**config.mk**
```make
export PLATFORM = sky130hd
export DESIGN_NAME = serial_to_parallel
export DESIGN_NICKNAME = d
export VERILOG_FILES = /design/src/rtl/s2p_pkg.sv /design/src/rtl/s2p_out_reg.sv /design/src/rtl/serial_to_parallel.sv
export SDC_FILE = /design/constraint.sdc
export NUM_CORES = 1
export LEC_CHECK = 0
export ABC_AREA = 1
export BUFFER_PORTS_ARGS = -buffer_cell sky130_fd_sc_hd__clkbuf_2
export CAP_MARGIN = 30
export CORE_MARGIN = 3
export CORE_UTILIZATION = 40
export DETAILED_ROUTE_END_ITERATION = 7
export PLACE_DENSITY = 0.72
export SLEW_MARGIN = 20
export SYNTH_ARGS = -nofsm -noshare
export SYNTH_HDL_FRONTEND = slang
export SYNTH_SLANG_ARGS = --single-unit
```
**constraint.sdc**
```tcl
create_clock -name clk -period 2.95 [get_ports clk]
set_input_delay 0.4425 -clock clk [delete_from_list [all_inputs] [get_ports clk]]
set_output_delay 0.4425 -clock clk [all_outputs]
set_load 0.01 [all_outputs]
```
**src/rtl/s2p_pkg.sv**
```systemverilog
// ---------------------------------------------------------------------------
// s2p_pkg
// Shared definitions for the serial_to_parallel deserializer.
//   s2p_state_e  : assembly FSM state (IDLE = no bits held, SHIFT = partial word)
//   DEFAULT_WIDTH: default assembled word width
//   cnt_width()  : width of the bit counter for a given word width
// ---------------------------------------------------------------------------
package s2p_pkg;

    typedef enum logic {
        S2P_IDLE  = 1'b0,
        S2P_SHIFT = 1'b1
    } s2p_state_e;

    localparam int DEFAULT_WIDTH = 4;

    function automatic int cnt_width(input int w);
        return $clog2(w);
    endfunction

endpackage : s2p_pkg

```
**src/rtl/s2p_out_reg.sv**
```systemverilog
// ---------------------------------------------------------------------------
// s2p_out_reg
// One-entry valid/ready holding register for assembled words.
//
// Handshake: a transfer happens on a rising edge where valid_o && ready_i.
// data_o is stable while valid_o=1 and no transfer occurs. ready_i is ignored
// while valid_o=0. A load is accepted when the register is empty or is being
// drained on the same edge (no bubble); otherwise the load is dropped, the
// held word is kept, and drop_o flags it for that cycle.
//
// Ports:
//   clk      in   clock, rising edge
//   reset_n  in   asynchronous active-low reset
//   load_i   in   a completed word is offered this cycle
//   data_i   in   offered word
//   ready_i  in   consumer accepts data_o this cycle
//   valid_o  out  data_o holds an unconsumed word (registered)
//   data_o   out  held word (registered)
//   drop_o   out  combinational: load_i && valid_o && !ready_i
// ---------------------------------------------------------------------------
module s2p_out_reg #(
    parameter int WIDTH = 4
) (
    input  logic             clk,
    input  logic             reset_n,
    input  logic             load_i,
    input  logic [WIDTH-1:0] data_i,
    input  logic             ready_i,
    output logic             valid_o,
    output logic [WIDTH-1:0] data_o,
    output logic             drop_o
);

    logic             valid_q;
    logic [WIDTH-1:0] data_q;
    logic             accept_d;

    // Space exists if empty, or if the held word leaves on this very edge.
    assign accept_d = load_i && (!valid_q || ready_i);
    assign drop_o   = load_i && valid_q && !ready_i;

    always_ff @(posedge clk or negedge reset_n) begin
        if (!reset_n) begin
            valid_q <= 1'b0;
            data_q  <= '0;
        end else if (accept_d) begin
            valid_q <= 1'b1;
            data_q  <= data_i;
        end else if (valid_q && ready_i) begin
            valid_q <= 1'b0;
        end
    end

    assign valid_o = valid_q;
    assign data_o  = data_q;

endmodule : s2p_out_reg

```
**src/rtl/serial_to_parallel.sv**
```systemverilog
// ---------------------------------------------------------------------------
// serial_to_parallel
// Deserializer: collects LSB-first serial bits qualified by valid_i into
// WIDTH-bit words and presents them through a one-entry valid/ready register.
// Words completed while the output register is full and not draining are
// dropped and recorded in the sticky overrun flag.
//
// Ports:
//   clk          in   clock, rising edge
//   reset_n      in   asynchronous active-low reset
//   serial_i     in   serial data bit
//   valid_i      in   serial_i carries a valid bit this cycle
//   flush_i      in   discard partial word (priority over valid_i)
//   clear_i      in   clear sticky overrun (a same-edge overrun wins)
//   parallel_o   out  assembled word, bit 0 = first bit received
//   out_valid_o  out  parallel_o holds an unconsumed word
//   out_ready_i  in   consumer accepts parallel_o this cycle
//   bit_cnt_o    out  bits held in the current partial word
//   busy_o       out  partial word in progress (combinational from counter)
//   overrun_o    out  sticky: a completed word was dropped
// ---------------------------------------------------------------------------
module serial_to_parallel
    import s2p_pkg::*;
#(
    parameter  int WIDTH = DEFAULT_WIDTH,
    localparam int CNT_W = cnt_width(WIDTH)
) (
    input  logic             clk,
    input  logic             reset_n,
    input  logic             serial_i,
    input  logic             valid_i,
    input  logic             flush_i,
    input  logic             clear_i,
    output logic [WIDTH-1:0] parallel_o,
    output logic             out_valid_o,
    input  logic             out_ready_i,
    output logic [CNT_W-1:0] bit_cnt_o,
    output logic             busy_o,
    output logic             overrun_o
);

    localparam logic [CNT_W-1:0] LAST_CNT = CNT_W'(WIDTH - 1);

    s2p_state_e       state_q;
    logic [CNT_W-1:0] cnt_q;
    logic [WIDTH-1:0] shift_q;
    logic             overrun_q;

    logic             complete_d;
    logic [WIDTH-1:0] word_d;
    logic             drop_d;

    // The last bit goes straight into the offered word so the word is
    // available on the same edge that samples it.
    assign complete_d = valid_i && !flush_i && (state_q == S2P_SHIFT)
                        && (cnt_q == LAST_CNT);

    always_comb begin
        word_d            = shift_q;
        word_d[WIDTH-1]   = serial_i;
    end

    // Assembly FSM: IDLE holds no bits, SHIFT holds 1..WIDTH-1 bits.
    always_ff @(posedge clk or negedge reset_n) begin
        if (!reset_n) begin
            state_q <= S2P_IDLE;
            cnt_q   <= '0;
            shift_q <= '0;
        end else if (flush_i) begin
            state_q <= S2P_IDLE;
            cnt_q   <= '0;
            shift_q <= '0;
        end else if (valid_i) begin
            case (state_q)
                S2P_IDLE: begin
                    state_q        <= S2P_SHIFT;
                    cnt_q          <= CNT_W'(1);
                    shift_q[cnt_q] <= serial_i;
                end
                S2P_SHIFT: begin
                    if (cnt_q == LAST_CNT) begin
                        state_q <= S2P_IDLE;
                        cnt_q   <= '0;
                        shift_q <= '0;
                    end else begin
                        cnt_q          <= cnt_q + CNT_W'(1);
                        shift_q[cnt_q] <= serial_i;
                    end
                end
                default: begin
                    state_q <= S2P_IDLE;
                    cnt_q   <= '0;
                    shift_q <= '0;
                end
            endcase
        end
    end

    s2p_out_reg #(
        .WIDTH (WIDTH)
    ) u_out_reg (
        .clk     (clk),
        .reset_n (reset_n),
        .load_i  (complete_d),
        .data_i  (word_d),
        .ready_i (out_ready_i),
        .valid_o (out_valid_o),
        .data_o  (parallel_o),
        .drop_o  (drop_d)
    );

    // A new overrun beats clear_i on the same edge.
    always_ff @(posedge clk or negedge reset_n) begin
        if (!reset_n) begin
            overrun_q <= 1'b0;
        end else if (drop_d) begin
            overrun_q <= 1'b1;
        end else if (clear_i) begin
            overrun_q <= 1'b0;
        end
    end

    assign overrun_o = overrun_q;
    assign bit_cnt_o = cnt_q;
    assign busy_o    = (cnt_q != '0);

endmodule : serial_to_parallel

```
# Word level (Yosys, flattened, before mapping)
# Cells that the tools add are included.
# word_totals
regBits	13
romBits	0
latch_bits	0
word_cells	46
memories	0
mem_bits_rw	0
# classes
n_eq_ne	1
n_div	0
muxes	19
n_shift	0
order_cmp	2
bitwise_logic	1
n_addsub	1
mul	0
reduce_logical	16
# ops
op	count
$mux 4	3
$logic_and 1x1->1	8
$mux 1	8
$pmux 4 s2	1
$reduce_bool 2->1	4
$mux 2	3
$bwmux 4	1
$pmux 2 s2	1
$logic_not 1->1	3
$lt 2x3->1 const B	1
$add 2x1->2 const B	1
$demux 1 s2	1
$eq 2x2->1 const B	1
$ge 2x1->1 const B	1
$pmux 1 s2	1
$logic_or 1x1->1	1
$not 1->1	1

# Logic depth before layout (Yosys ltp)
# Gate-level depths: netlist of the first run.
# logic_depth
word_depth	9
ltp_mapped	6

# Cells and area by module
# A second synthesis of the first run with hierarchy kept.
# unflattened
cells_unflattened	79
hier_area_um2	624.3
# modules_own_cells
mod	seq_area_each_um2	n_inst	area_per_inst_um2	cells_per_inst
serial_to_parallel	175.2	1	421.7	56
s2p_out_reg	125.1	1	202.7	23

# Worst setup path after synthesis of the first run
# OpenSTA, ideal clock, no wires.
# synth_timing
kind	register to output
from	register cnt_q[0] (netlist: bit_cnt_o[0])
to	output busy_o
path_buffers	0
arrival_time_ps	818
path_stages_with_launch	4
t_required_ps	2508
path_slack_ps	1689
path_cell_list	dfrtp_1 -> inv_1 -> ha_1 -> inv_1
# synth_between
elab_chain_len	1
# synth_rtl
item	line_no	source
start, declared	serial_to_parallel.sv:45	logic [CNT_W-1:0] cnt_q;
start signal, assigned	serial_to_parallel.sv:86	cnt_q <= cnt_q + CNT_W'(1);
$reduce_bool 2->1	serial_to_parallel.sv:125	assign busy_o = (cnt_q != '0);
end, declared	serial_to_parallel.sv:38	output logic busy_o,
# Every way passes these cells.

# Worst setup path in the final report of the first run
# Ends and elaborated chain as after synthesis.

==> impl_metrics.py, run 1 <==
metrics = {
    "global_route": {
        "antenna_found_initial": 0,
        "grt_pass1_wl_mm": 1.84,
        "grt_pass1_vias": 463,
        "grt_usage_pct": 12.7,
        "grt_max_degree": 13,
        "overflow": 0,
    },
    "status": {
        "status": "finished, final reports clean",
    },
    "power": {
        "power_density_nw_per_um2": 435,
        "peakVddDrop_mv": 0.187,
        "total_power_w": 0.000303,
        "leakage_nw": 0.405,
    },
    "cells_and_area": {
        "area_growth_pct": 20.0,
        "antenna_cells": 0,
        "final_cell_mix": "23 x nand2_1, 15 x clkbuf_2, 12 x dfrtp_1, 10 x inv_1, 7 x nand3_1",
        "multi_input_area_um2": 244,
        "nFillCells": 136,
        "drive_gt1_share_pct": 24.1,
        "finalNetCount": 100,
        "seq_area_um2": 300,
        "layout_commonest_cell": "nand2_1",
    },
    "critical_path": {
        "end_kind": "output port",
        "crit_slowest_cell": "dfrtp_1",
        "critPathKind": "reg2out",
        "path_common_cell": "inv_1",
        "cp.required_ns": 2.51,
        "arrival_ns": 1.19,
        "path_delay_family": "flip-flops",
        "worstPathMaxFanout": 5,
        "max_stage_delay_ns": 0.43,
        "crit_buf_inv": 3,
        "cp_cell_sequence": "inv_1, ha_1, inv_1, clkbuf_2",
        "start_kind": "register",
    },
    "synth": {
        "synth_top_area_share_pct": 51.6,
        "synthMuxAreaShare_pct": 0,
        "yosys.area_share.simple_pct": 25.6,
        "ys_ff_latch": 12,
        "syn_nets": 80,
        "synthXorXnorAreaFrac_pct": 0,
        "syn_inst": 69,
        "synth-adder-area-share_pct": 8.60,
        "yosysTopAreaCell": "dfrtp_1",
        "netlist_area_um2": 582,
        "synth_top_family_by_area": "simple AND/OR/NAND/NOR gates",
        "syn_area_per_cell_um2": 8.43,
        "ys_seq_area_share_pct": 51.6,
        "synth_area_leaders": "dfrtp_1 52%, nand2_1 15%, ha_1 8.6%, inv_1 6.5%, nand3_1 6.0%",
        "synth_compound_area_share_pct": 7.74,
        "yosysUniqueCellTypes": 11,
        "ys_warn_count": 0,
    },
    "timing": {
        "skew_ns": 0.000684,
        "grt_setup_unrepaired": "no",
        "slew_violations": 0,
        "timing.final.ws_setup_ns": 1.32,
        "tightest_slew_ns": 0.322,
        "setup_viol": 0,
        "timing.setup.tns_ns": 0,
        "hold_viol": 0,
        "period_minus_slack_ns": 1.63,
        "relSlewSlack_pct": 78.5,
        "period_share_pct": 55.4,
        "timing.fmax_mhz": 612,
    },
    "floorplanning": {
        "die_x_um": 44.1,
        "io_pins": 16,
        "num_rows": 13,
        "core-area_um2": 1330,
        "start_util_pct": 43.6,
        "die_area_um2": 1950,
        "die_height_um": 44.1,
    },
    "clock_network": {
        "cts_tree": "built",
        "post-cts-setup-buffer-count": 0,
        "clk_root_buffer_cell": "clkbuf_4",
        "clk_pin_slew_ns": 0.07,
        "cts_resized": 0,
        "cts_buffers": 3,
        "worstSkewPairLatency_ns": 0.26,
        "cts_max_path_buffers": 2,
        "clock_sinks": 12,
        "hold_buffers": 0,
        "htreeDepth": 1,
    },
    "placement": {
        "dpl.hpwl_um": 867,
        "dp_slack_ns": 1.60,
        "port_buffers": 15,
        "gp_congestion": 0.784,
    },
    "drt": {
        "drtIter0Drc": 1,
        "ant_nets": 0,
        "vias": 488,
        "wl_per_cell_um": 10.2,
        "viasPerCell": 4.78,
        "drt-pass1-iter-count": 3,
        "routed_wl_mm": 1.04,
        "drc": 0,
    },
    "hold_path": {
        "hp-class": "in2async",
    },
    "flow_run": {
        "max-cap-violations": 0,
    },
}
==> metal layers <==
layer | track usage [%] | part of all wire [%]
met5 | 0 | 0
met4 | 5.42 | 0.39
met3 | 2.44 | 7.2
met2 | 22.7 | 49
met1 | 14.5 | 44
==> worst register-to-register path, cell delays in order, from the launching register on <==
cell and delay [ns]:
dfrtp_1 0.43, ha_1 0.19, nand2_2 0.07, inv_1 0.08, nand3_1 0.14, nand2_1 0.10
nand2_1 0.04
==> metrics by stage <==
| step | instance area, µm² | hold WS, ns | utilization (%) | instances |
|---|---|---|---|---|
| after global routing | 698 | 0.0624 | 52.3 | 102 |
| after global placement | 676 | 0.342 | 50.7 | 99 |
| after floorplan | 582 | 0.147 | - | 69 |
| after CTS | 698 | 0.0589 | 52.3 | 102 |
| after detailed placement | 676 | 0.342 | 50.7 | 99 |
| final | 698 | 0.0552 | 52.3 | 102 |
==> power breakdown <==
part / switching [W] / internal, W / leakage (nW)
registers: 0.00000545 / 0.000170 / 0.163
clock network: 0.0000481 / 0.0000470 / 0.0138
logic: 0.0000203 / 0.0000126 / 0.228
total: 0.0000739 / 0.000230 / 0.405
==> cells in the mapped netlist <==
cell type / number
nand2_1: 23
o21ai_0: 6
o21ai_1: 3
nand3_1: 7
nor2_2: 1
nand2_2: 1
ha_1: 4
inv_1: 10
dfrtp_1: 12
nor2_4: 1
nor2_1: 1
==> final timing paths <==
path                                                   end                            start  slack [ns]  depth (start not counted)
max in group asynchronous  u_out_reg.data_o[0]$_DFFE_PN0P_                          reset_n        2.67                          1
max reg2reg                u_out_reg.data_o[0]$_DFFE_PN0P_         bit_cnt_o[0]$_DFFE_PN0P_        1.79                          6
max                                                 busy_o         bit_cnt_o[0]$_DFFE_PN0P_        1.32                          4
min reg2reg                u_out_reg.data_o[3]$_DFFE_PN0P_  u_out_reg.data_o[3]$_DFFE_PN0P_        0.47                          2
min                                  overrun_o$_DFFE_PN0P_                          reset_n        0.06                          1
min in group clk           u_out_reg.data_o[3]$_DFFE_PN0P_                         serial_i        0.42                          3
==> logic make-up (layout without fill, tap and decap cells) <==
group / Yosys count / count (layout)
AO/OA/AOI/OAI: 9 / 9
adder cells (fa/ha/maj): 4 / 4
buffers and inverters: 10 / 28
flip-flops: 12 / 12
AND/OR/NAND/NOR: 34 / 34
==> layout make-up <==
| class | instances | share of cell area (%) |
|---|---|---|
| Clock buffer | 3 | 3.23 |
| Sequential cell | 12 | 43.0 |
| Timing Repair Buffer | 15 | 10.8 |
| Tap cell | 15 | 2.69 |
| Multi-Input combinational cell | 47 | 34.9 |
| Inverter | 10 | 5.38 |
==> registers in the layout, summed over array words and instances (netlist names) <==
register           cells
bit_cnt_o              2
overrun_o              1
shift_q                3
state_q                1
u_out_reg.data_o       4
u_out_reg.valid_o      1
Power figures use the tool's default switching activity.
==> inputs of run 2 (changes only) <==
- PLACE_DENSITY: 0.72 -> 0.74
- clock period: 2.95 -> 1.4 ns (I/O delays scaled with it)
==> run 2 against run 1 <==
First-iteration DRC count grew to 5.0 times the previous value. Total power is 140% higher. Sequential power is 110% higher. Setup slack worse by 1.3 ns. Clock-buffer cell count is 1 higher. Global-route usage is 0.34 points higher. Flip-flop and latch count stayed put. Routed wire length is 12% higher. Critical path type unchanged. Largest cell class unchanged.
==> impl_metrics.py, run 2 (synthesis gave the netlist of run 1 again) <==
metrics = {
    "global_route": {
        "antenna_found_initial": 0,
        "grt_max_degree": 13,
        "grt_pass1_wl_mm": 1.84,
        "grt_usage_pct": 13.0,
        "overflow": 0,
        "grt_pass1_vias": 465,
    },
    "clock_network": {
        "cts_tree": "built",
        "clk_pin_slew_ns": 0.07,
        "clock_sinks": 12,
        "htreeDepth": 1,
        "cts_buffers": 3,
        "worstSkewPairLatency_ns": 0.27,
        "cts_max_path_buffers": 2,
        "clk_root_buffer_cell": "clkbuf_4",
    },
    "timing": {
        "relSlewSlack_pct": 77.1,
        "whs_ns": 0.184,
        "slew_violations": 0,
        "skew_ns": 0.000488,
        "timing.fmax_mhz": 746,
        "hold_viol": 0,
        "setup_viol": 0,
        "timing.final.ws_setup_ns": 0.0589,
        "tightest_slew_ns": 0.342,
        "period_minus_slack_ns": 1.34,
        "period_share_pct": 95.8,
        "grt_setup_unrepaired": "no",
        "timing.setup.tns_ns": 0,
    },
    "drt": {
        "ant_nets": 0,
        "drc": 0,
        "drtIter0Drc": 5,
        "routed_wl_mm": 1.16,
        "viasPerCell": 4.85,
        "vias": 514,
        "drt-pass1-iter-count": 2,
        "wl_per_cell_um": 10.9,
    },
    "critical_path": {
        "reg2reg_slack_ns": 0.19,
        "max_stage_delay_ns": 0.40,
        "arrival_ns": 1.13,
        "cp.depth": 4,
        "path_common_cell": "inv_1",
        "path_delay_family": "flip-flops",
        "worstPathMaxFanout": 3,
        "cp.required_ns": 1.19,
        "crit_slowest_cell": "dfrtp_1",
        "cp_cell_sequence": "inv_1, ha_2, inv_1, clkbuf_2",
        "start_kind": "register",
        "rr_endpoint": "u_out_reg.data_o[0]$_DFFE_PN0P_",
        "crit_start": "bit_cnt_o[1]$_DFFE_PN0P_",
        "crit_buf_inv": 3,
        "r2r-start": "bit_cnt_o[0]$_DFFE_PN0P_",
        "end_kind": "output port",
        "critPathKind": "reg2out",
        "worstSetupEndpoint": "busy_o",
        "rr_worst_depth": 7,
    },
    "power": {
        "clkPwrFrac_pct": 37.6,
        "swShare_pct": 23.6,
        "pwr-share-comb_pct": 11.2,
        "p_seq_share_pct": 51.2,
        "leakage_nw": 0.426,
        "switchingPower_w": 0.000169,
        "power_density_nw_per_um2": 971,
        "p_int_w": 0.000549,
        "peakVddDrop_mv": 0.806,
    },
    "placement": {
        "dpl.hpwl_um": 887,
        "gp_congestion": 0.765,
        "post_dp_cell_area_um2": 676,
        "dp_slack_ns": 0.280,
        "port_buffers": 15,
    },
    "hold_path": {
        "hp-class": "in2reg",
    },
    "cells_and_area": {
        "design_area_um2": 739,
        "drive_gt1_share_pct": 27.5,
        "layout_commonest_cell": "nand2_1",
        "largest_reg_flops": 4,
        "final_cell_mix": "23 x nand2_1, 15 x clkbuf_2, 12 x dfrtp_1, 10 x inv_1, 7 x nand3_1",
        "nFillCells": 132,
        "area_growth_pct": 27.1,
        "antenna_cells": 0,
        "finalNetCount": 103,
    },
    "floorplanning": {
        "die_area_um2": 1950,
        "num_rows": 13,
        "die_x_um": 44.1,
        "start_util_pct": 43.6,
        "die_height_um": 44.1,
        "core-area_um2": 1330,
        "io_pins": 16,
    },
    "status": {
        "status": "finished, final reports clean",
    },
    "flow_run": {
        "max-cap-violations": 0,
    },
}
-- run 2: changes by cell type in the layout (fill, tap and decap cells not counted), sizes merged --
cell,change
clkbuf,+1
dlygate4sd3,+1
buf,+2
-- run 2: worst reg2reg max path: cells and delay by family, from the launching register on --
family	cells	cell delay [ns]
buffers and inverters	2	0.21
flip-flops	1	0.38
AND/OR/NAND/NOR	4	0.36
adder cells (fa/ha/maj)	1	0.20
-- run 2: per-stage QoR --
stage                     power, W  util (%)  instances
after floorplan           0.000412         -         69
after global placement    0.000445      50.7         99
after detailed placement  0.000448      50.7         99
after CTS                 0.000724      54.7        105
after global routing      0.000755      55.4        106
final                     0.000718      55.4        106
-- run 2: final cells by class --
type	count	area (µm²)	share of cell area, %
Sequential cell	12	300	40.6
Multi-Input combinational cell	47	246	33.3
Timing Repair Buffer	18	100	13.5
Inverter	10	37.5	5.08
Clock buffer	4	36.3	4.91
Tap cell	15	18.8	2.54
-- run 2: timing repair --
action | 4_1_cts | 5_1_grt
endpoints found under the hold margin | 12 | 0
endpoints found under the setup margin | 1 | 1
hold buffers | 1 | 0
setup buffers | 1 | 1
gates resized for setup | 0 | 1
-- run 2: how the worst min path moves through the flow --
stage / start / end / slack, ns / depth (start not counted)
after floorplan: reset_n / bit_cnt_o[0]$_DFFE_PN0P_ / -0.09 / 0
after global placement: reset_n / u_out_reg.data_o[2]$_DFFE_PN0P_ / 0.10 / 1
after detailed placement: reset_n / u_out_reg.data_o[2]$_DFFE_PN0P_ / 0.11 / 1
after CTS: serial_i / u_out_reg.data_o[3]$_DFFE_PN0P_ / 0.18 / 3
after global routing: serial_i / u_out_reg.data_o[3]$_DFFE_PN0P_ / 0.19 / 3
final: clear_i / overrun_o$_DFFE_PN0P_ / 0.18 / 4
-- run 2: power groups by stage --
stage | Sequential [W] | Combinational [W] | Clock, W
global placement | 0.000376 | 0.0000691 | 0
global route | 0.000369 | 0.0000923 | 0.000294
CTS | 0.000367 | 0.0000791 | 0.000278
floorplan | 0.000377 | 0.0000355 | 0
detailed placement | 0.000377 | 0.0000710 | 0
finish | 0.000368 | 0.0000803 | 0.000270
-- run 2: routing by layer --
metal	up-vias	track usage, %	part of all wire, %
li1	263	-	-
met1	233	13.0	43
met5	-	0	0
met4	0	1.81	0.52
met2	16	23.8	48
met3	2	7.32	7.8
